`config.mk`:
```
export PLATFORM = sky130hd
export DESIGN_NAME = f_port_arb_flat
export DESIGN_NICKNAME = d
export VERILOG_FILES = /design/src/rtl/f_arb_pkg.sv /design/src/rtl/f_port_arb_if.sv /design/src/rtl/f_port_arb_rr_pick.sv /design/src/rtl/f_port_arb.sv /design/src/flat_wrapper.sv
export SDC_FILE = /design/constraint.sdc
export NUM_CORES = 1
export LEC_CHECK = 0
export CAP_MARGIN = 20
export CORE_AREA = 2 2 170 172
export DETAILED_ROUTE_END_ITERATION = 7
export DIE_AREA = 0 0 172 174
export PLACE_DENSITY = 0.45
export SLEW_MARGIN = 15
export SYNTH_ARGS = -nofsm -noshare
export SYNTH_HDL_FRONTEND = slang
export SYNTH_SLANG_ARGS = --single-unit
```
`constraint.sdc`:
```
create_clock -name clk -period 4.5 [get_ports clk]
set_clock_uncertainty 0.2 [all_clocks]
set_input_delay 0.9 -clock clk [delete_from_list [all_inputs] [get_ports clk]]
set_output_delay 0.9 -clock clk [all_outputs]
set_load 0.005 [all_outputs]
```
`src/rtl/f_arb_pkg.sv`:
```
`default_nettype none
// ============================================================================
// Module      : f_arb_pkg
// Description : Shared types and constants for the dense-polynomial RAM
//               port-A arbiter (state enum, default requester count,
//               index-width helper).
// Revision    : 1.0 - initial release
// ============================================================================
package f_arb_pkg;

  typedef enum logic [1:0] {
    ST_IDLE    = 2'd0,
    ST_GRANT   = 2'd1,
    ST_RELEASE = 2'd2
  } arb_state_t;

  localparam int C_DEF_NUM_REQ = 3;

  // Width of a requester index; never below one bit.
  function automatic int idx_w(input int n);
    return (n < 2) ? 1 : $clog2(n);
  endfunction

endpackage
`default_nettype wire

```
`src/rtl/f_port_arb_if.sv`:
```
`default_nettype none
// ============================================================================
// Module      : f_port_arb_if
// Description : Bus bundle between the port-A requesters / RAM and the
//               arbiter. Optional macro F_PORT_ARB_TIMEOUT_EN adds the
//               sticky timeout flag.
// Ports       : req/rel/req_we      per-requester request, release, write en
//               req_addr/req_dout   flattened per-requester address / data
//               gnt/owner/busy      grant state
//               f_addra/f_wea/f_douta/f_dina  RAM port A
//               rdata               read data broadcast
//               err/timeout         sticky status flags
// Revision    : 1.0 - initial release
// ============================================================================
interface f_port_arb_if import f_arb_pkg::*; #(
  parameter int NUM_REQ  = C_DEF_NUM_REQ,
  parameter int G_ADDR_W = 8,
  parameter int G_DAT_W  = 64
) ();

  localparam int IDX_W = idx_w(NUM_REQ);

  logic [NUM_REQ-1:0]          req;
  logic [NUM_REQ-1:0]          rel;
  logic [NUM_REQ*G_ADDR_W-1:0] req_addr;
  logic [NUM_REQ-1:0]          req_we;
  logic [NUM_REQ*G_DAT_W-1:0]  req_dout;
  logic [NUM_REQ-1:0]          gnt;
  logic [IDX_W-1:0]            owner;
  logic                        busy;
  logic [G_ADDR_W-1:0]         f_addra;
  logic                        f_wea;
  logic [G_DAT_W-1:0]          f_douta;
  logic [G_DAT_W-1:0]          f_dina;
  logic [G_DAT_W-1:0]          rdata;
  logic                        err;
`ifdef F_PORT_ARB_TIMEOUT_EN
  logic                        timeout;
`endif

  modport master (
    output req, rel, req_addr, req_we, req_dout, f_dina,
    input  gnt, owner, busy, f_addra, f_wea, f_douta, rdata, err
`ifdef F_PORT_ARB_TIMEOUT_EN
    , input timeout
`endif
  );

  modport slave (
    input  req, rel, req_addr, req_we, req_dout, f_dina,
    output gnt, owner, busy, f_addra, f_wea, f_douta, rdata, err
`ifdef F_PORT_ARB_TIMEOUT_EN
    , output timeout
`endif
  );

endinterface
`default_nettype wire

```
`src/rtl/f_port_arb_rr_pick.sv`:
```
`default_nettype none
// ============================================================================
// Module      : rr_pick
// Description : Combinational round-robin picker. Searches upward from
//               i_ptr+1 (mod NUM_REQ) for the first set request bit.
// Ports       : i_req     request vector
//               i_ptr     index of the last winner
//               o_onehot  one-hot winner
//               o_idx     winner index
//               o_any     at least one request present
// Revision    : 1.0 - initial release
// ============================================================================
module rr_pick #(
  parameter int NUM_REQ = 3,
  parameter int IDX_W   = 2
) (
  input  logic [NUM_REQ-1:0] i_req,
  input  logic [IDX_W-1:0]   i_ptr,
  output logic [NUM_REQ-1:0] o_onehot,
  output logic [IDX_W-1:0]   o_idx,
  output logic               o_any
);

  // Doubling the vector and shifting right by ptr+1 rotates the search
  // start to bit 0, so the scan below uses only constant bit indices.
  logic [2*NUM_REQ-1:0] w_rot;
  int                   w_win;

  always_comb begin
    w_rot    = {i_req, i_req} >> (int'(i_ptr) + 1);
    w_win    = 0;
    o_any    = 1'b0;
    for (int k = 0; k < NUM_REQ; k++) begin
      if (!o_any && w_rot[k]) begin
        o_any = 1'b1;
        w_win = int'(i_ptr) + 1 + k;
      end
    end
    if (w_win >= NUM_REQ) begin
      w_win = w_win - NUM_REQ;
    end
    o_idx    = IDX_W'(w_win);
    o_onehot = o_any ? (NUM_REQ'(1) << w_win) : '0;
  end

endmodule
`default_nettype wire

```
`src/rtl/f_port_arb.sv`:
```
`default_nettype none
// ============================================================================
// Module      : f_port_arb
// Description : Round-robin owner arbiter for RAM port A. Grants the port
//               to one requester at a time, holds ownership until release,
//               muxes the owner's bus onto the RAM and inserts a one-cycle
//               RELEASE gap between owners.
//               Optional macro F_PORT_ARB_TIMEOUT_EN: grants longer than
//               MAX_HOLD cycles are revoked and flagged on bus.timeout.
// Ports       : clk   system clock
//               rst   synchronous active-high reset
//               bus   f_port_arb_if.slave (requester buses, RAM port A,
//                     grant/owner/busy, err, optional timeout)
// Revision    : 1.0 - initial release
// ============================================================================
module f_port_arb import f_arb_pkg::*; #(
  parameter int NUM_REQ  = C_DEF_NUM_REQ,
  parameter int G_ADDR_W = 8,
  parameter int G_DAT_W  = 64,
  parameter int MAX_HOLD = 1024
) (
  input  logic         clk,
  input  logic         rst,
  f_port_arb_if.slave  bus
);

  localparam int IDX_W = idx_w(NUM_REQ);

  if (NUM_REQ < 2 || NUM_REQ > 8 || MAX_HOLD < 2) begin : g_param_chk
    $error("f_port_arb: parameter out of range");
  end

  arb_state_t           r_state, w_state_nxt;
  logic [NUM_REQ-1:0]   r_gnt;
  logic [IDX_W-1:0]     r_owner;
  logic [IDX_W-1:0]     r_ptr;
  logic                 r_err;

  logic [NUM_REQ-1:0]   w_pick_oh;
  logic [IDX_W-1:0]     w_pick_idx;
  logic                 w_pick_any;
  logic                 w_own_rel;
  logic                 w_own_drop;
  logic                 w_expire;
  logic                 w_release;
  logic                 w_proto_err;

  rr_pick #(
    .NUM_REQ (NUM_REQ),
    .IDX_W   (IDX_W)
  ) u_pick (
    .i_req    (bus.req),
    .i_ptr    (r_ptr),
    .o_onehot (w_pick_oh),
    .o_idx    (w_pick_idx),
    .o_any    (w_pick_any)
  );

  // r_gnt is one-hot on the owner while in GRANT, so masking with it
  // selects the owner's own rel/req without a dynamic index.
  assign w_own_rel   = |(bus.rel & r_gnt);
  assign w_own_drop  = |(~bus.req & r_gnt);
  assign w_release   = (r_state == ST_GRANT) && (w_own_rel || w_own_drop || w_expire);
  assign w_proto_err = |(bus.rel & ~r_gnt) || |(bus.req_we & ~r_gnt);

`ifdef F_PORT_ARB_TIMEOUT_EN
  localparam int HOLD_W = $clog2(MAX_HOLD);

  logic [HOLD_W-1:0] r_hold;
  logic              r_timeout;

  assign w_expire = (r_state == ST_GRANT) && (r_hold == HOLD_W'(MAX_HOLD - 1));

  // GRANT is only ever entered from IDLE, so clearing throughout IDLE is
  // the same as clearing on entry.
  always_ff @(posedge clk) begin
    if (rst) begin
      r_hold    <= '0;
      r_timeout <= 1'b0;
    end else begin
      if (r_state == ST_GRANT) begin
        r_hold <= r_hold + 1'b1;
      end else begin
        r_hold <= '0;
      end
      if (w_expire && !w_own_rel && !w_own_drop) begin
        r_timeout <= 1'b1;
      end
    end
  end

  assign bus.timeout = r_timeout;
`else
  assign w_expire = 1'b0;
`endif

  always_comb begin
    w_state_nxt = r_state;
    case (r_state)
      ST_IDLE:    if (w_pick_any) w_state_nxt = ST_GRANT;
      ST_GRANT:   if (w_release)  w_state_nxt = ST_RELEASE;
      ST_RELEASE: w_state_nxt = ST_IDLE;
      default:    w_state_nxt = ST_IDLE;
    endcase
  end

  always_ff @(posedge clk) begin
    if (rst) begin
      r_state <= ST_IDLE;
      r_gnt   <= '0;
      r_owner <= '0;
      r_ptr   <= IDX_W'(NUM_REQ - 1);
      r_err   <= 1'b0;
    end else begin
      r_state <= w_state_nxt;
      if (w_proto_err) begin
        r_err <= 1'b1;
      end
      if (r_state == ST_IDLE && w_pick_any) begin
        r_gnt   <= w_pick_oh;
        r_owner <= w_pick_idx;
        r_ptr   <= w_pick_idx;
      end else if (w_release) begin
        r_gnt   <= '0;
      end
    end
  end

  // One-hot AND-OR mux on the registered grant; gnt is zero outside GRANT,
  // which forces the RAM bus to zero in IDLE and RELEASE.
  logic [G_ADDR_W-1:0] w_addra;
  logic                w_wea;
  logic [G_DAT_W-1:0]  w_douta;

  always_comb begin
    w_addra = '0;
    w_wea   = 1'b0;
    w_douta = '0;
    for (int i = 0; i < NUM_REQ; i++) begin
      if (r_gnt[i]) begin
        w_addra = bus.req_addr[i*G_ADDR_W +: G_ADDR_W];
        w_wea   = bus.req_we[i];
        w_douta = bus.req_dout[i*G_DAT_W +: G_DAT_W];
      end
    end
  end

  assign bus.f_addra = w_addra;
  assign bus.f_wea   = w_wea;
  assign bus.f_douta = w_douta;
  assign bus.gnt     = r_gnt;
  assign bus.owner   = r_owner;
  assign bus.busy    = (r_state != ST_IDLE);
  assign bus.rdata   = bus.f_dina;
  assign bus.err     = r_err;

endmodule
`default_nettype wire

```
`src/flat_wrapper.sv`:
```
// flat-port wrapper written by rule: the top's interface ports become plain ports
module f_port_arb_flat import f_arb_pkg::*;
#(
  parameter int NUM_REQ  = C_DEF_NUM_REQ,
  parameter int G_ADDR_W = 8,
  parameter int G_DAT_W  = 64,
  parameter int MAX_HOLD = 1024
)
  (clk, rst, bus_req, bus_rel, bus_req_addr, bus_req_we, bus_req_dout, bus_f_dina, bus_gnt, bus_owner, bus_busy, bus_f_addra, bus_f_wea, bus_f_douta, bus_rdata, bus_err);
  f_port_arb_if #(.NUM_REQ(NUM_REQ), .G_ADDR_W(G_ADDR_W), .G_DAT_W(G_DAT_W)) bus_i ();
  input  logic clk;
  input  logic rst;
  input wire logic [$bits(bus_i.req)-1:0] bus_req;
  input wire logic [$bits(bus_i.rel)-1:0] bus_rel;
  input wire logic [$bits(bus_i.req_addr)-1:0] bus_req_addr;
  input wire logic [$bits(bus_i.req_we)-1:0] bus_req_we;
  input wire logic [$bits(bus_i.req_dout)-1:0] bus_req_dout;
  input wire logic [$bits(bus_i.f_dina)-1:0] bus_f_dina;
  output wire logic [$bits(bus_i.gnt)-1:0] bus_gnt;
  output wire logic [$bits(bus_i.owner)-1:0] bus_owner;
  output wire logic [$bits(bus_i.busy)-1:0] bus_busy;
  output wire logic [$bits(bus_i.f_addra)-1:0] bus_f_addra;
  output wire logic [$bits(bus_i.f_wea)-1:0] bus_f_wea;
  output wire logic [$bits(bus_i.f_douta)-1:0] bus_f_douta;
  output wire logic [$bits(bus_i.rdata)-1:0] bus_rdata;
  output wire logic [$bits(bus_i.err)-1:0] bus_err;
  assign bus_i.req = bus_req;
  assign bus_i.rel = bus_rel;
  assign bus_i.req_addr = bus_req_addr;
  assign bus_i.req_we = bus_req_we;
  assign bus_i.req_dout = bus_req_dout;
  assign bus_i.f_dina = bus_f_dina;
  assign bus_gnt = bus_i.gnt;
  assign bus_owner = bus_i.owner;
  assign bus_busy = bus_i.busy;
  assign bus_f_addra = bus_i.f_addra;
  assign bus_f_wea = bus_i.f_wea;
  assign bus_f_douta = bus_i.f_douta;
  assign bus_rdata = bus_i.rdata;
  assign bus_err = bus_i.err;
  f_port_arb #(.NUM_REQ(NUM_REQ), .G_ADDR_W(G_ADDR_W), .G_DAT_W(G_DAT_W), .MAX_HOLD(MAX_HOLD)) u_core (.clk(clk), .rst(rst), .bus(bus_i));
endmodule
```
* Word-level counts from Yosys, hierarchy flattened
Cells that the tools add are included.
W data, S select, Z words.
** Word-level totals
- Flip-flop bits (word level) :: 10
- Output and inout bits :: 144
- Word-level logic and storage cells :: 59
- Bits of input ports :: 291
** Cells by class
- $lt $le $gt $ge :: 1
- Equal/unequal tests :: 3
- $add $sub $neg :: 4
- Shifts and indexed selects :: 2
- Reductions and logical operators :: 16
- Mux-type cells :: 22
- Bitwise logic cells :: 6
** Operators by type and width (count)
- $mux W64 :: 3
- $mux W32 :: 3
- $add A32 B2 Y32 const B :: 1
- $ge A32 B3 Y1 const B :: 1
- $shl A1 B32 Y3 const A :: 1
- $shr A6 B32 Y3 :: 1
- $sub A32 B3 Y32 const B :: 1
- $mux W8 :: 3
- $and A3 B3 Y3 :: 4
- $mux W3 :: 4
- $reduce_or A3 Y1 :: 4
- $mux W1 :: 6
- $not A3 Y3 :: 2
- $add A3 B2 Y4 const B :: 1
- $logic_and A1 B1 Y1 :: 4
- $mux W2 :: 2
- $ne A2 B1 Y1 const B :: 2
- $pmux W2 S2 :: 1
- $reduce_bool A2 Y1 :: 2
- $add A2 B1 Y3 const B :: 1
- $eq A2 B1 Y1 const B :: 1
- $logic_not A1 Y1 :: 2
- $logic_not A2 Y1 :: 1
- $logic_or A1 B1 Y1 :: 2
- $reduce_and A2 Y1 :: 1

* Depth between registers and ports, before layout
Gate-level depths: netlist of the first run.
- Depth after elaboration :: 14
- Mapped depth :: 13
- Mapped depth without buffers :: 12

* Hierarchy
Synthesis of the first run repeated with hierarchy kept, for this count alone.
** Second synthesis, totals
- Cell total of the unflattened synthesis :: 448
- Area, all modules :: 3455.8 µm²
** Modules (own cells, without submodules)
- f_port_arb :: cells each 368, times used 1, sequential area each 180.2 µm², area an instance 2834.0 µm²
- rr_pick :: cells each 80, times used 1, sequential area each 0.0 µm², area an instance 621.8 µm²

* Least setup slack after synthesis of the first run
No wires, ideal clock.
- Path kind :: input to register
- Start point :: in bus_req[2]
- End point :: reg u_core.r_gnt[2], in the netlist u_core.bus.gnt[2]
- Buffers on the path :: 1
- Path slack :: 0.806 ns
- Stages on the path :: 11
- Data arrival time :: 3.435 ns
- Data required time :: 4.241 ns
- Library setup time :: 0.059 ns
- Path through :: buf_8 inv_1 o311a_1 o32ai_1 o21a_1 a21oi_1 ha_1 or2b_2 or4b_1 o21ai_2 a22o_1
** On the way
- Word-level cells in the longest chain between the ends :: 13
- Elaborated cells between the ends (all ways) :: 24
- Those cells by class :: add/sub (1); order compare (1); shift (2); mux (9); bitwise (2); reduce/logical (9)
** Ends and longest elaborated chain
- start: declaration :: RTL line flat_wrapper.sv:13 : input wire logic [$bits(bus_i.req)-1:0] bus_req;
- $shr A6 B32 Y3 :: RTL line f_port_arb_rr_pick.sv:30 : w_rot = {i_req, i_req} >> (int'(i_ptr) + 1);
- $mux W1 :: RTL line f_port_arb_rr_pick.sv:34 : if (!o_any && w_rot[k]) begin
- $logic_not A1 Y1 :: RTL line f_port_arb_rr_pick.sv:34
- $logic_and A1 B1 Y1 :: RTL line f_port_arb_rr_pick.sv:34
- $mux W1 :: RTL line f_port_arb_rr_pick.sv:34
- $logic_not A1 Y1 :: RTL line f_port_arb_rr_pick.sv:34
- $logic_and A1 B1 Y1 :: RTL line f_port_arb_rr_pick.sv:34
- $mux W32 :: RTL line f_port_arb_rr_pick.sv:34
- $sub A32 B3 Y32 or $ge A32 B3 Y1 (tied branches) :: RTL line f_port_arb_rr_pick.sv:40, f_port_arb_rr_pick.sv:39
- $mux W32 :: RTL line f_port_arb_rr_pick.sv:39 : if (w_win >= NUM_REQ) begin
- $shl A1 B32 Y3 :: RTL line f_port_arb_rr_pick.sv:43 : o_onehot = o_any ? (NUM_REQ'(1) << w_win) : '0;
- $mux W3 :: RTL line f_port_arb_rr_pick.sv:43
- $mux W3 :: RTL line f_port_arb.sv:119 : if (r_state == ST_IDLE && w_pick_any) begin
- end signal: assignment :: RTL line f_port_arb.sv:120 : r_gnt <= w_pick_oh;
- end: declaration :: RTL line f_port_arb.sv:34 : logic [NUM_REQ-1:0] r_gnt;
Parallel ways exist; a longest one is shown, timed or not.
A chain may end at the register's enable or synchronous reset.

* Worst setup path after layout of the first run
- Start point :: in bus_req[0]
- End point :: reg u_core.r_gnt[2], in the netlist u_core.bus.gnt[2]
Same word-level chain as after synthesis.

==> metrics.txt, run 1 <==
status=finished clean; die area=29900 um^2; DP HPWL=13000 um; min Tclk post-route=4.20 ns; max_slew headroom=45.2%; FP Rows=62; first-pass detailed-route iteration total=4; CTS resizes=0; Post-Syn Area=2800 um^2; final core utilization=20.6%; Startpoint Class=input port; maximum clock frequency=238 MHz; commonest non-fill, non-tap cell in the layout=clkdlybuf4s50_1; distinct cell type count after synthesis=54; overall power=2650 uW; starting DRC count in detailed routing=173; PD cells=456 nW/um^2; CTS Buf Count=3; core box area=28200 um^2; CP most frequent cell=a21oi_1; layout net count=948; Post-synth EDFFs=0; # DRC=0; CP Capture Point=u_core.bus.gnt[2]$_SDFFE_PP0P_; R2R setup slack=0.73 ns; TNS Setup=0 ns; HP Class=flip-flop to flip-flop; Max Root-Sink Buffers=2; Fin. Hold Viols=0; max-slew violation count=0; Setup Viol. Count Final=0; area grow syn2layout=108%; Max Cap Viol=0; antenna violations before repair=2; Slowest cell on crit path=clkdlybuf4s50_1; reg-to-reg endpoint=u_core.bus.gnt[2]$_SDFFE_PP0P_; largest net degree at the start of global routing=151; Clock Latency Late Sink=0.24 ns; CTS tree=built; Crit. Startpoint=bus_req[0]; FF/Latch Area=188 um^2; critical path class=input port to flip-flop; Placed Cells=1031; IO Port Bufs=306; synth top area cells=a22oi_1, buf_4, o21ai_0; Worst-path clk slew=0.04 ns; Starting Density=9.93%; Crit. End Element=flip-flop; vias in the first global route=3749; Vias per Instance=3.83; Primary FF master, synth=dfxtp_1; cells after synthesis=435; Die Y=174 um; Fill cells=3221; Slew @ Worst Pin=0.822 ns; critical-path cell list=clkdlybuf4s50_1 -> mux2_2 -> o21bai_1 -> a21oi_1 -> a21oi_1 -> a21oi_1 -> ha_1 -> or2b_2 -> or4b_1 -> o21ai_2 -> a22o_1; Async SR Flop Fraction=0%; synthesis warning total=0; worst-path maximum fanout=12; global route overflow=0; RSZ-0062 raised after global routing=false; Reg-to-Reg Start=u_core.r_ptr[0]$_SDFFE_PP0P_; postcts setup bufs=0; final std cells w/o fill=1036; first-pass GRT wire length=22300 um; Final ANT Viol Nets=0; Ports=435; via count=3963; depth of the most critical reg-to-reg path=11; gr usage total=9.66%; Clock Sinks=9; Largest stage delay, worst path=0.61 ns; clock root buffer master=clkbuf_16; Yosys top cell area share=19.8%; RD Place Congestion=0.745; commonest non-fill, non-tap cells in the layout=clkdlybuf4s50_1, nand2_1, o21ai_0, a22oi_1; Yosys top cell by area=a22oi_1; WP data arrival=4.17 ns; htree depth=1; Syn Nets=731; flops & latches, synth=9; CP required=4.48 ns; CTS Hold Buffers Added=0; Seq/Total Area, Yosys=6.43%; Max VDD drop=0.000212 V; routed wire length=16000 um; Avg Inst Size Synth=6.44 um^2; leak pwr=0.00183 uW; post-DR wirelength/cell=15.5 um; Die W=172 um; Final period util=93.3%; layout cells sized above 1=4.61%; area occupied by multi-input gates=1890 um^2
[worst max-delay path, delay by kind of cell]
family | cells | cell delay, ns
and+or+nand+nor | 2 | 0.82
muxes | 1 | 0.39
adders and majority gates | 1 | 0.29
buffers and inverters | 1 | 0.61
AOI/OAI and AO/OA | 6 | 1.15
[stage by stage]
| step | hold slack (ns) | setup slack (ns) | cell area [um^2] |
|---|---|---|---|
| 3_5_place_dp | 0.266 | 0.0592 | 5740 |
| 6_report | 0.265 | 0.303 | 5820 |
| 2_1_floorplan | 0.228 | 0.806 | 2800 |
| 5_1_grt | 0.291 | 0.0728 | 5820 |
| 4_1_cts | 0.270 | 0.288 | 5820 |
| 3_3_place_gp | 0.262 | 0.0897 | 5740 |
[cells in the mapped netlist (4+ instances only)]
| cell | number |
|---|---|
| a22oi_1 | 74 |
| buf_4 | 65 |
| inv_1 | 8 |
| a211oi_1 | 4 |
| nor2_1 | 9 |
| clkbuf_1 | 29 |
| o21ai_0 | 79 |
| ha_1 | 5 |
| a21oi_1 | 6 |
| clkbuf_8 | 4 |
| nor3_1 | 4 |
| dfxtp_1 | 9 |
| nand2_1 | 81 |
[metal layers]
layer	global-route usage (%)	wire length, um
met1	11.7	6450
met2	15.8	7180
met3	2.35	1640
met4	4.94	773
met5	0	0
[where the power goes]
group / internal [uW] / switching [uW] / total, uW
registers: 112 / 114 / 226
clock network: 119 / 41.3 / 160
logic: 1280 / 987 / 2270
total: 1510 / 1140 / 2650
[state kept, by name, summed over array words and instances (netlist names)]
signal	flops
u_core.bus.err	1
u_core.r_ptr	2
u_core.bus.gnt	3
u_core.bus.owner	1
u_core.r_state	2
[worst min path at each step]
stage,startpoint,end,slack (ns),cells after the start
5_1_grt,u_core.r_state[1]$_SDFFE_PP0P_,u_core.r_state[0]$_SDFFE_PP0P_,0.29,1
6_report,u_core.r_state[1]$_SDFFE_PP0P_,u_core.r_state[0]$_SDFFE_PP0P_,0.27,1
2_1_floorplan,u_core.r_state[1]$_SDFFE_PP0P_,u_core.r_state[0]$_SDFFE_PP0P_,0.23,1
3_3_place_gp,u_core.r_state[1]$_SDFFE_PP0P_,u_core.r_state[0]$_SDFFE_PP0P_,0.26,1
3_5_place_dp,u_core.r_state[1]$_SDFFE_PP0P_,u_core.r_state[0]$_SDFFE_PP0P_,0.27,1
4_1_cts,u_core.r_state[1]$_SDFFE_PP0P_,u_core.r_state[0]$_SDFFE_PP0P_,0.27,1
[kinds of logic after synthesis]
family          synth area share, %
xor+xnor                      0.625
fa+ha+maj                      2.23
flops                          6.43
mux                            1.12
buf+inv                        26.5
compound gates                 44.8
simple gates                   18.3
[cell type report]
type | count | share of cell area [%]
Sequential cell | 9 | 3.23
Multi-Input combinational cell | 314 | 32.5
Clock buffer | 4 | 1.35
Antenna cell | 1 | 0.0430
Inverter | 8 | 0.516
Tap cell | 384 | 8.26
Timing Repair Buffer | 316 | 54.2
(Power assumes the default switching activity.)
==> inputs of run 2 (changes only) <==
--- a/config.mk
+++ b/config.mk
@@ -10,6 +10,7 @@
 export DETAILED_ROUTE_END_ITERATION = 7
 export DIE_AREA = 0 0 172 174
 export PLACE_DENSITY = 0.45
+export SETUP_SLACK_MARGIN = 0.4
 export SLEW_MARGIN = 15
 export SYNTH_ARGS = -nofsm -noshare
 export SYNTH_HDL_FRONTEND = slang
==> run 2 against run 1 <==
Compared with the run above:
- power increased by 0.21%
- flip-flop and latch count did not move
- critical path type unchanged
- clock power hardly changed
- die area did not move
- highest routed layer unchanged
- global-route usage hardly changed
- critical endpoint unchanged
- combinational power about the same
==> metrics.txt, run 2 (synthesis results as in run 1) <==
clock share of power=6.0%; post-DR wirelength/cell=15.5 um; starting DRC count in detailed routing=164; HP Class=flip-flop to flip-flop; # DRC=0; Hold Slack=0.265 ns; PD cells=456 nW/um^2; IO Port Bufs=306; largest net degree at the start of global routing=151; htree depth=1; Max Cap Viol=0; die area=29900 um^2; Startpoint Class=input port; core box area=28200 um^2; Max Root-Sink Buffers=2; Clock Sinks=9; postcts setup bufs=0; Vias per Instance=3.84; status=finished clean; worst-path maximum fanout=3; Setup Viol. Count Final=0; vias in the first global route=3754; Clock Latency Late Sink=0.24 ns; global route overflow=0; area grow syn2layout=108%; FP Rows=62; critical path class=input port to flip-flop; switching pwr=1150 uW; Final ANT Viol Nets=0; layout cells sized above 1=4.76%; RD Place Congestion=0.745; WP data arrival=3.88 ns; Largest register FFs=3; Ports=435; commonest non-fill, non-tap cell in the layout=clkdlybuf4s50_1; Die W=172 um; via count=3977; CTS tree=built; DP HPWL=13000 um; clock root buffer master=clkbuf_16; internal power=1510 uW; Worst-path clk slew=0.04 ns; min Tclk post-route=3.91 ns; Starting Density=9.93%; switching part of the total=43.1%; antenna violations before repair=2; Die Y=174 um; Slew @ Worst Pin=0.822 ns; maximum clock frequency=256 MHz; first-pass detailed-route iteration total=4; layout net count=948; CP required=4.48 ns; Max VDD drop=0.000213 V; first-pass GRT wire length=22300 um; final core utilization=20.6%; TNS Setup=0 ns; gr usage total=9.68%; Final period util=86.8%; Fill cells=3219; routed wire length=16100 um; Comb pwr share=85.5%; leak pwr=0.00185 uW; CTS Buf Count=3; power share of the sequential group=8.5%; commonest non-fill, non-tap cells in the layout=clkdlybuf4s50_1, nand2_1, o21ai_0, a22oi_1; max_slew headroom=45.2%; Fin. Hold Viols=0; max-slew violation count=0; Crit. End Element=flip-flop; RSZ-0062 raised after global routing=false
[run 2: cell types whose count changed in the layout (fill, tap and decap cells not counted)]
cell             delta
a21oi_2             +1
a21oi_1             -1
dlymetal6s2s_1      +2
clkdlybuf4s50_1     -2
[run 2: per-stage QoR]
step | power [uW] | instance area [um^2] | instances | setup WS [ns]
after detailed placement | 2520 | 5740 | 1031 | 0.0592
after CTS | 2700 | 5820 | 1035 | 0.428
final | 2660 | 5830 | 1036 | 0.595
after global placement | 2530 | 5740 | 1031 | 0.0897
after global routing | 2900 | 5820 | 1035 | 0.414
after floorplan | 1280 | 2800 | 435 | 0.806
[run 2: power by group through the flow]
stage                     logic (uW)  clock network (uW)  registers (uW)
after floorplan                 1140                   0             136
after global placement          2300                   0             234
after detailed placement        2290                   0             231
after CTS                       2300                 163             230
after global routing            2490                 171             238
final                           2270                 160             226
[run 2: worst max-delay path, stage by stage]
cell and delay, ns:
clkdlybuf4s50_1 0.48, inv_1 0.07, o311a_1 0.33, o32ai_1 0.37
o21a_1 0.24, a21oi_1 0.06, ha_1 0.28, or2b_2 0.29
or4b_1 0.53, o21ai_2 0.18, a22o_1 0.15
[run 2: metal layers]
layer	vias up	routed length, um	track usage (%)	share of wire (%)
li1	1949	-	-	-
met2	227	7180	15.8	45
met3	56	1700	2.35	11
met5	-	0	0	0
met4	0	769	4.94	4.8
met1	1745	6410	11.7	40
[run 2: layout make-up]
class	count	area, um^2	share of cell area, %
well taps	384	480	8.25
inverters	8	30.0	0.515
clock buffers	4	78.8	1.35
diodes	1	2.50	0.0429
repair buffers	316	3160	54.2
multi-input cells	314	1890	32.5
flip-flops and latches	9	188	3.22
[run 2: timing repair]
action	in CTS	in global routing
hold buffers	0	0
setup endpoints to repair	3	4
resized for setup	1	2
hold endpoints to repair	0	0
[run 2: worst paths after layout]
| path | startpoint | endpoint | slack, ns | cells past startpoint |
|---|---|---|---|---|
| max reg2reg | u_core.r_ptr[0]$_SDFFE_PP0P_ | u_core.bus.gnt[2]$_SDFFE_PP0P_ | 0.91 | 11 |
| min | u_core.r_state[1]$_SDFFE_PP0P_ | u_core.r_state[0]$_SDFFE_PP0P_ | 0.27 | 1 |
| max | bus_req[2] | u_core.bus.gnt[2]$_SDFFE_PP0P_ | 0.59 | 11 |
| min reg2reg | u_core.r_state[1]$_SDFFE_PP0P_ | u_core.r_state[0]$_SDFFE_PP0P_ | 0.27 | 1 |
==> inputs of run 3 (changes only) <==
--- a/config.mk
+++ b/config.mk
@@ -7,11 +7,13 @@
 export LEC_CHECK = 0
 export CAP_MARGIN = 20
 export CORE_AREA = 2 2 170 172
+export CTS_CLUSTER_SIZE = 25
 export DETAILED_ROUTE_END_ITERATION = 7
 export DIE_AREA = 0 0 172 174
-export PLACE_DENSITY = 0.45
+export PLACE_DENSITY = 0.48
 export SETUP_SLACK_MARGIN = 0.4
 export SLEW_MARGIN = 15
 export SYNTH_ARGS = -nofsm -noshare
 export SYNTH_HDL_FRONTEND = slang
+export SYNTH_HIERARCHICAL = 1
 export SYNTH_SLANG_ARGS = --single-unit
==> run 3 against run 2 <==
Compared with the run above:
- flip-flop and latch count unchanged
- critical endpoint is now u_core/bus.gnt[1]$_SDFFE_PP0P_
- synthesized cell count rose by 3.0%
- critical path type unchanged
- highest routed layer unchanged
- setup slack worse by 0.069 ns
==> metrics.txt, run 3 <==
Hold Slack=0.262 ns; CP most frequent cell=buf_4; depth of the most critical reg-to-reg path=16; Final period util=88.3%; critical-path cell list=dlygate4sd2_1 -> buf_4 -> o21ba_1 -> mux4_2 -> o22ai_2 -> inv_1 -> ha_1 -> a211oi_2 -> buf_4 -> nand2b_1 -> o211a_1 -> inv_2 -> nor4b_4 -> buf_4 -> a21oi_2 -> a211oi_2; core box area=28200 um^2; Reg-to-Reg Start=u_core/r_ptr[1]$_SDFFE_PP1P_; reg-to-reg endpoint=u_core/bus.gnt[1]$_SDFFE_PP0P_; Async SR Flop Fraction=0%; count leader, synth=nand2_1; Largest register FFs=3; Adder-Cell Fraction of Synth Area=1.81%; CP required=4.45 ns; max_slew headroom=50.2%; RSZ-0062 raised after global routing=true; synthesis warning total=6; Avg Inst Size Synth=7.71 um^2; # diodes=0; switching part of the total=43.3%; Max Cap Viol=0; commonest non-fill, non-tap cell in the layout=clkdlybuf4s50_1; Primary FF master, synth=dfxtp_1; CTS Buf Count=3; min Tclk post-route=3.97 ns; Post-Syn Area=3460 um^2; Die Y=174 um; FP Rows=62; # DRC=0; Yosys top cell area share=25.3%; routed wire length=17400 um; TNS Setup=0 ns; vias in the first global route=4156; Slowest cell on crit path=mux4_2; Startpoint Class=input port; first-pass GRT wire length=24900 um; leak pwr=0.00209 uW; Slew @ Worst Pin=0.746 ns; Die W=172 um; Worst path depth=16; IO Port Bufs=306; Ports=435; delay-heaviest family, CP=compound AO/OA/AOI/OAI gates; layout cells sized above 1=21.3%; WP data arrival=3.92 ns; clock root buffer master=clkbuf_16; post-DR wirelength/cell=16.3 um; Seq/Total Area, Yosys=5.21%; internal power=1580 uW; Largest stage delay, worst path=0.47 ns; Max Root-Sink Buffers=2; Crit. End Element=flip-flop; Clock Sinks=9; R2R setup slack=0.89 ns; flops & latches, synth=9; antenna violations before repair=0; first-pass detailed-route iteration total=4; post-synthesis compound-gate area fraction=48.5%; via count=4052; Max VDD drop=0.000226 V; PD cells=423 nW/um^2; Crit. Startpoint=bus_req[0]; Comb pwr share=87.1%; Syn Nets=744; post-synthesis xor/xnor area fraction=0%; critical path class=input port to flip-flop; Starting Density=12.2%; htree depth=1; layout net count=979; distinct cell type count after synthesis=57; status=finished clean; Setup Viol. Count Final=0; Yosys top cell by area=a22oi_2; Fin. Hold Viols=0; clock share of power=5.8%; Post-synth EDFFs=0; synth top area cells=a22oi_2, buf_4, nand2_1; area grow syn2layout=90.2%; starting DRC count in detailed routing=206; HP Class=flip-flop to flip-flop; Vias per Instance=3.80; largest net degree at the start of global routing=74; maximum clock frequency=252 MHz; max-slew violation count=0; die area=29900 um^2; CP Capture Point=u_core/bus.gnt[1]$_SDFFE_PP0P_; switching pwr=1200 uW; RD Place Congestion=0.817; gr usage total=10.7%; worst-path maximum fanout=7; overall power=2780 uW; Clock Latency Late Sink=0.24 ns; commonest non-fill, non-tap cells in the layout=clkdlybuf4s50_1, nand2_1, a22oi_2, o21ai_1, buf_4; commonest cells in the netlist=nand2_1, a22oi_2, buf_4; Worst-path clk slew=0.04 ns; Final ANT Viol Nets=0; simple-gate portion of the synthesized area=17.3%; mux cell area share after synthesis=1.52%; cells after synthesis=448; Buf+Inv Stages, Crit Path=6; CTS tree=built; Fill cells=3130; DP HPWL=14100 um; global route overflow=0; combinational family with the most area after synthesis=compound AO/OA/AOI/OAI gates; power share of the sequential group=7.1%
[run 3: cell count changes in the layout (fill, tap and decap cells not counted), sizes merged, moves of 4 or more]
cell	delta
buf	+17
inv	+5
nand2b	+5
a21oi	+4
[run 3: metal layers]
layer  part of all wire [%]  GRT usage, %  up-vias
met5                      0             0        -
met4                    3.4          4.13        0
met3                    7.1          2.28       50
met2                     49          18.5      141
met1                     40          12.9     1825
li1                       -             -     2036
[run 3: cell type report]
class	instances	area (um^2)	share of cell area, %
inverter	13	48.8	0.743
sequential	9	188	2.86
clock buffer	4	78.8	1.20
multi-input combinational	323	2470	37.6
timing repair buffer	333	3300	50.3
tap	384	480	7.31
[run 3: worst register-to-register path, stage by stage (launching register included)]
cell and delay (ns):
dfxtp_1 0.33, inv_1 0.09, ha_1 0.33, or4b_1 0.56, a21oi_2 0.16, o22ai_2 0.08, inv_1 0.09, a21oi_1 0.07
ha_1 0.27, inv_1 0.04, or3_1 0.37, a211oi_2 0.17, a31oi_2 0.10, nor4b_4 0.27, buf_4 0.16, a21oi_2 0.04
a211oi_2 0.18
[run 3: timing repair]
item,CTS,global route
hold buffers,0,0
endpoints found under the setup margin,3,2
pin swaps,6,3
resized for setup,13,5
buffers inserted,4,0
[run 3: worst min-delay path by stage]
stage	startpoint	end	slack [ns]	cells after the start
after floorplan	u_core/bus.owner[1]$_SDFFE_PP0P_	u_core/bus.owner[1]$_SDFFE_PP0P_	0.25	2
after global placement	u_core/bus.owner[1]$_SDFFE_PP0P_	u_core/bus.owner[1]$_SDFFE_PP0P_	0.25	2
after detailed placement	u_core/bus.owner[1]$_SDFFE_PP0P_	u_core/bus.owner[1]$_SDFFE_PP0P_	0.25	2
after CTS	u_core/bus.owner[1]$_SDFFE_PP0P_	u_core/bus.owner[1]$_SDFFE_PP0P_	0.26	2
after global routing	u_core/bus.owner[1]$_SDFFE_PP0P_	u_core/bus.owner[1]$_SDFFE_PP0P_	0.27	2
final	u_core/bus.owner[1]$_SDFFE_PP0P_	u_core/bus.owner[1]$_SDFFE_PP0P_	0.26	2
[run 3: power by group through the flow]
stage	combinational (uW)	clock, uW	sequential (uW)
5_1_grt	2630	170	208
6_report	2420	161	199
4_1_cts	2410	166	202
3_3_place_gp	2340	0	203
3_5_place_dp	2340	0	203
2_1_floorplan	1380	0	134
[run 3: logic make-up after synthesis]
family | Yosys count
buffers and inverters | 116
AO/OA/AOI/OAI | 191
adder cells (fa/ha/maj) | 5
multiplexers | 4
flip-flops | 9
AND/OR/NAND/NOR | 123
[run 3: stage by stage]
stage,util (%),worst slack [ns],std cells,cell area [um^2]
after floorplan,-,0.622,448,3460
after global placement,22.6,-0.00179,1058,6380
after detailed placement,22.6,-0.0417,1058,6380
after CTS,23.2,0.465,1066,6540
after global routing,23.3,0.345,1066,6570
final,23.3,0.525,1066,6570
